**src/rtl/stream_buffer.sv**
```systemverilog
// Elastic stream buffer with FIFO or LIFO pop order and valid/ready handshakes on both sides.
// Occupancy, full/empty and almost-full/almost-empty flags are all decoded from the registered count.
module stream_buffer #(
  parameter int DATA_WIDTH          = 8,
  parameter int DEPTH               = 8,
  parameter     POP_ORDER           = "FIFO",
  parameter int ALMOST_FULL_THRESH  = DEPTH - 1,
  parameter int ALMOST_EMPTY_THRESH = 1
) (
  input  logic                         clk,
  input  logic                         rst_n,
  input  logic                         flush,
  input  logic                         in_valid,
  output logic                         in_ready,
  input  logic [DATA_WIDTH-1:0]        in_data,
  output logic                         out_valid,
  input  logic                         out_ready,
  output logic [DATA_WIDTH-1:0]        out_data,
  output logic [$clog2(DEPTH+1)-1:0]   count,
  output logic                         is_full,
  output logic                         is_empty,
  output logic                         almost_full,
  output logic                         almost_empty
);

  localparam int CW      = $clog2(DEPTH + 1);
  localparam int PW      = $clog2(DEPTH);
  localparam bit IS_LIFO = (POP_ORDER == "LIFO");

  if (POP_ORDER != "FIFO" && POP_ORDER != "LIFO") begin : g_bad_order
    $error("stream_buffer: POP_ORDER must be \"FIFO\" or \"LIFO\"");
  end

  logic [DATA_WIDTH-1:0] mem [DEPTH];
  logic [PW-1:0]         wr_ptr;
  logic [PW-1:0]         rd_ptr;
  logic [CW-1:0]         cnt;
  logic [PW-1:0]         top;
  logic [PW-1:0]         wr_addr;
  logic [PW-1:0]         rd_addr;
  logic                  push;
  logic                  pop;

  // Explicit wrap so non-power-of-two depths work.
  function automatic logic [PW-1:0] next_ptr(input logic [PW-1:0] p);
    return (p == PW'(DEPTH - 1)) ? '0 : p + 1'b1;
  endfunction

  assign count        = cnt;
  assign is_full      = (cnt == CW'(DEPTH));
  assign is_empty     = (cnt == '0);
  assign almost_full  = (cnt >= CW'(ALMOST_FULL_THRESH));
  assign almost_empty = (cnt <= CW'(ALMOST_EMPTY_THRESH));
  assign in_ready     = !is_full;
  assign out_valid    = !is_empty;

  assign push = in_valid & in_ready;
  assign pop  = out_valid & out_ready;

  // In LIFO mode a simultaneous push overwrites the slot being popped.
  assign top     = PW'(cnt - 1'b1);
  assign rd_addr = IS_LIFO ? top : rd_ptr;
  assign wr_addr = IS_LIFO ? (pop ? top : PW'(cnt)) : wr_ptr;

  assign out_data = is_empty ? '0 : mem[rd_addr];

  always_ff @(posedge clk) begin
    if (push && !flush) begin
      mem[wr_addr] <= in_data;
    end
  end

  always_ff @(posedge clk or negedge rst_n) begin
    if (!rst_n) begin
      cnt    <= '0;
      wr_ptr <= '0;
      rd_ptr <= '0;
    end else if (flush) begin
      cnt    <= '0;
      wr_ptr <= '0;
      rd_ptr <= '0;
    end else begin
      if (push) wr_ptr <= next_ptr(wr_ptr);
      if (pop)  rd_ptr <= next_ptr(rd_ptr);
      case ({push, pop})
        2'b10:   cnt <= cnt + 1'b1;
        2'b01:   cnt <= cnt - 1'b1;
        default: cnt <= cnt;
      endcase
    end
  end

endmodule

```
**config.mk**
```make
export PLATFORM = sky130hd
export DESIGN_NAME = stream_buffer
export DESIGN_NICKNAME = d
export VERILOG_FILES = /design/src/rtl/stream_buffer.sv
export SDC_FILE = /design/constraint.sdc
export NUM_CORES = 1
export LEC_CHECK = 0
export ABC_AREA = 1
export CORE_ASPECT_RATIO = 1.4
export CORE_MARGIN = 3
export CORE_UTILIZATION = 30
export DETAILED_ROUTE_END_ITERATION = 8
export GPL_TIMING_DRIVEN = 0
export PLACE_DENSITY = 0.51
export SYNTH_ARGS = -nofsm -noshare
export SYNTH_HDL_FRONTEND = slang
export SYNTH_SLANG_ARGS = --single-unit
```
**constraint.sdc**
```tcl
create_clock -name clk -period 2.2 [get_ports clk]
set_clock_uncertainty 0.1 [all_clocks]
set_input_delay 0.55 -clock clk [delete_from_list [all_inputs] [get_ports clk]]
set_output_delay 0.55 -clock clk [all_outputs]
set_load 0.02 [all_outputs]
```
[Yosys cells after proc, flatten, opt, wreduce, memory -nomap -nowiden]
Memories as Yosys holds them, arrays and structs flattened.
Index checks and enable logic that the tools add are counted.
Word-level totals
  register bits: 10
  RAM bits: 64
  output and inout port bits: 18
  logic and storage cells: 36
  memories kept: 1
Memory list
  mem: depth 8, bits a word 8, rd ports 1, clocked after Yosys merged registers in 0, wr ports 1, RTL line 34  | logic [DATA_WIDTH-1:0] mem [DEPTH];
Cells by class
  add/subtract/negate cells: 4
  order comparisons: 2
  equal/unequal tests: 5
  multiplexer cells: 11
  bitwise operators: 2
  reduce and logical (&&, ||, !) cells: 8
Operators by type and width (number)
  $mux 3: 6
  $mux 8: 1
  $pmux 4 s2: 1
  $add 3x1->3 const B: 2
  $eq 3x3->1 const B: 2
  $add 4x1->4 const B: 1
  $eq 4x4->1 const B: 1
  $ge 4x3->1 const B: 1
  $le 4x1->1 const B: 1
  $logic_not 4->1: 1
  $mux 4: 1
  $reduce_bool 2->1: 2
  $sub 4x1->4 const B: 1
  $logic_not 1->1: 3
  $reduce_bool 3->1: 1
  $and 1x1->1: 2
  $eq 2x1->1 const B: 1
  $eq 2x2->1 const B: 1
  $mux 1: 2
  $logic_and 1x1->1: 1

[Logic depth before layout (Yosys ltp)]
  word-level depth: 6
  gate-level depth with buffers: 10
  depth with buffers taken out: 10

[Least setup slack after synthesis]
OpenSTA, ideal clock, no wires.
  path kind: register -> register
  start: reg cnt[0] (netlist: count[0])
  end: mem mem[0][0], enable pin
  setup time: 0.370 ns
  arrival: 1.809 ns
  data required time: 1.730 ns
  setup slack: -0.079 ns
  cell stages (with the launch flop): 8
  path buffers: 0
  period minus slack after synthesis: 2.279 ns
  cells stage by stage: dfrtp_1 > inv_1 > ha_1 > nand3_2 > nand2_4 > nor2_2 > nand2_1 > nor2_1
On the way
  longest elaborated chain between the ends: 6
RTL lines
  start: declaration: RTL line 37  | logic [CW-1:0] cnt;
  start signal: assignment: RTL line 86  | 2'b10: cnt <= cnt + 1'b1;
  start signal: assignment: RTL line 87  | 2'b01: cnt <= cnt - 1'b1;
  start signal: assignment: RTL line 88  | default: cnt <= cnt;
  $eq 4x4->1: RTL line 50  | assign is_full = (cnt == CW'(DEPTH));
  $logic_not 1->1: RTL line 54  | assign in_ready = !is_full;
  via in_ready: RTL line 14  | output logic in_ready,
  $and 1x1->1: RTL line 57  | assign push = in_valid & in_ready;
  $logic_and 1x1->1: RTL line 68  | if (push && !flush) begin
  $mux 1: RTL line 68
  $mux 1 (implied by the code): RTL line 69  | mem[wr_addr] <= in_data;
  end: declaration: RTL line 34
The timed path passes the listed nets, and every way through them passes these cells.

[Final worst setup path]
  start: reg rd_ptr[0] (netlist: rd_addr[0])
  end: out out_data[5]
On the way
  longest elaborated chain between the ends: 2
RTL lines
  start: declaration: RTL line 36  | logic [PW-1:0] rd_ptr;
  start signal: assignment: RTL line 84  | if (pop) rd_ptr <= next_ptr(rd_ptr);
  $mem_v2 8x8
  $mux 8: RTL line 65  | assign out_data = is_empty ? '0 : mem[rd_addr];
  end: declaration: RTL line 18  | output logic [DATA_WIDTH-1:0] out_data,
Every way passes these cells.

==> metrics.txt <==
I/O pins=31; clock buffer count from CTS=9; Area contributors post-synth=edfxtp_1 58%, nor2_1 7.7%, dfrtp_1 7.6%; maxcap violations=0; register bit count reported by yosys=74; core area=10,600 um^2; ys async rst share=13.5%; post-route cell area=4620 um^2; clk sinks=74; Post-Place Cell Area=3800 um^2; failing checks=negative setup slack; # hold bufs at CTS=0; element type at the critical path end=output port; Place WS=-0.627 ns; post-synthesis sequential area ratio=65.7%; Final #Nets=379; Worst path slowest cell=dfrtp_1; routability cong.=0.773; row count=44; Die Footprint=12,300 um^2; Routed WL=8560 um; Crit path top cell by count=buf_6; WP buf/inv=5; Clock H-tree levels=3; antenna diode count=0; Worst Slack Setup Final=-0.233 ns; worst r2r src=count[0]; TritonCTS clock tree=yes; final count of pins violating max slew=0; slowest stage delay, CP=0.40 ns; Vias=2,379; worst slew pin tran=0.473 ns; Post-synth EDFFs=64; Synth Area in Adders=3.03%; RSZ-0062 raised after global routing=true; Worst-path clk slew=0.06 ns; Critical Path Stages=9; met2 Use GR=27.0%; Layout fillers=1,009; Pre-antenna DRT Iters=4; PwrDens=1240 nW/um^2; count leader, synth=nor2_1; GRT Residual Overflow=0; mapped cell area=3300 um^2; HPWL after DPL=5150 um; Critical Path, Cell by Cell=buf_6, clkinv_8, buf_4, buf_8, nor2_1, o211ai_1, nand2_1, nor2_2, buf_6; initial antenna violation count=0; status=finished with violations; RR Endpoint=mem[1][1]; commonest cells in the netlist=68 x nor2_1, 64 x edfxtp_1, 40 x nand2_1, 34 x o21ai_1, 11 x buf_2; Max VDD drop=0.000577 V; R2R Setup Slk=0.19 ns; CP endpoint=out_data[5]; Die Ht=130 um; Post-Synth Simple-Gate Area=16.4%; multiplexer share of the synthesized area=0%; critical path class=reg2out; drt first-iter violations=183; post-synth top area cell=edfxtp_1; hold crit path type=in2async; largest net degree at the start of global routing=13; WL/cell=17.1 um; vias in the first global route=2,421; DRT antenna net count=0; critical path launch point=rd_addr[0]; Yosys Warn Count=0; Post-Synth XOR/XNOR Area=0.795%; share of the synthesized area in the top cell type=58.2%; post-synthesis cell type count=29; Leakage=1.71 nW; reg2reg path depth=7; Top Usage Layer GRT=met2; Startpoint Class=register; Max Freq=411 MHz; drt via density=4.76; M3 GR Usage=2.48%; Cells after Synth=297; Final Power=5.72 mW; largest buffer count on any clock path=2; Post-Synthesis Net Count=318; Residual DRC=0; Clock Latency Late Sink=0.33 ns; Crit path max-delay family=buffers and inverters; initial core utilization=31.3%; Final Setup Violations=8; CP max FO=7; share of cells above drive strength 1=33.4%; first-pass GRT wire length=13,500 um; Area growth syn-to-layout=39.8%; Main synth FF type=edfxtp_1; number of port buffers=30; combinational family with the most area after synthesis=simple AND/OR/NAND/NOR gates; Mean Syn Cell Area=11.1 um^2; complex-gate fraction of the synthesized area=10.3%; WP data required=1.55 ns; Worst Path Arrival=1.78 ns; Slew headroom=68.4%; Global Route met1 Usage=17.9%; Tot GR Track Use=15.2%; Root Buffer=clkbuf_16; final hold violations=0; min cycle time layout=2.43 ns; crit share post-route=111%; die width=94.7 um
==> cell usage in the layout (no fill, tap or decap), types with 3 or more instances in the layout <==
| master | instances |
|---|---|
| nand3_1 | 5 |
| dfrtp_1 | 5 |
| nor2_4 | 13 |
| nand2_1 | 37 |
| o22ai_1 | 8 |
| o21ai_2 | 7 |
| buf_16 | 4 |
| nand2_4 | 3 |
| clkinv_4 | 3 |
| edfxtp_1 | 64 |
| clkdlybuf4s50_1 | 15 |
| buf_4 | 14 |
| buf_8 | 4 |
| clkbuf_16 | 9 |
| nand2_2 | 5 |
| inv_2 | 5 |
| clkinv_1 | 3 |
| nor2_1 | 43 |
| o211ai_1 | 8 |
| o21ai_1 | 28 |
| ha_1 | 6 |
| buf_6 | 14 |
| buf_12 | 4 |
| nor2_2 | 16 |
| dfrtp_2 | 5 |
| buf_2 | 5 |
| inv_1 | 7 |
==> logic make-up after synthesis <==
group,Yosys count
AND/OR/NAND/NOR,126
adder cells (fa/ha/maj),8
AO/OA/AOI/OAI,58
flip-flops,74
XOR/XNOR,3
buffers and inverters,28
==> worst min-delay path by stage <==
stage	to	cells past startpoint
global route	rd_addr[0]	1
detailed placement	wr_addr[0]	2
floorplan	count[0]	0
finish	rd_addr[0]	1
CTS	rd_addr[0]	1
global placement	wr_addr[0]	2
==> layout make-up <==
class	instances	area, um^2	share of cell area (%)
Clock inverter	6	58.8	1.27
Tap cell	138	173	3.74
Timing Repair Buffer	52	593	12.8
Multi-Input combinational cell	195	1190	25.7
Inverter	15	77.6	1.68
Sequential cell	74	2180	47.2
Clock buffer	9	225	4.88
Buffer	11	125	2.71
==> metal layers <==
| layer | up-vias | part of all wire (%) |
|---|---|---|
| met5 | - | 0 |
| met4 | 0 | 1.8 |
| met3 | 8 | 3.8 |
| met2 | 54 | 53 |
| met1 | 1156 | 42 |
| li1 | 1161 | - |
==> flip-flops by register name, summed over array words and instances (netlist names) <==
name	cells
rd_addr	3
mem	64
count	4
wr_addr	3
==> metrics by stage <==
stage	cells	hold WS, ns	utilization (%)	setup TNS, ns
finish	500	0.443	43.7	-1.63
global route	500	0.488	43.7	-2.37
floorplan	297	0.154	-	-4.36
detailed placement	465	0.497	35.9	-38.92
global placement	465	0.479	35.9	-38.18
CTS	495	0.459	42.4	-2.21
==> worst register-to-register path: cells and delay by family (launching register included) <==
kind,cells,cell delay (ns)
fa+ha+maj,1,0.19
buf+inv,1,0.10
flops,1,0.40
simple gates,5,0.89
==> power breakdown <==
| group | switching, mW | internal [mW] |
|---|---|---|
| logic | 1.44 | 1.20 |
| clock network | 0.544 | 0.863 |
| registers | 0.0719 | 1.60 |
| total | 2.06 | 3.66 |
==> timing repair <==
item,4_1_cts,5_1_grt
gates cloned,5,0
setup buffers,11,6
resized for setup,125,32
endpoints found under the setup margin,78,60
pin swaps,14,27
Note: power is estimated with default switching activity, not from simulation.
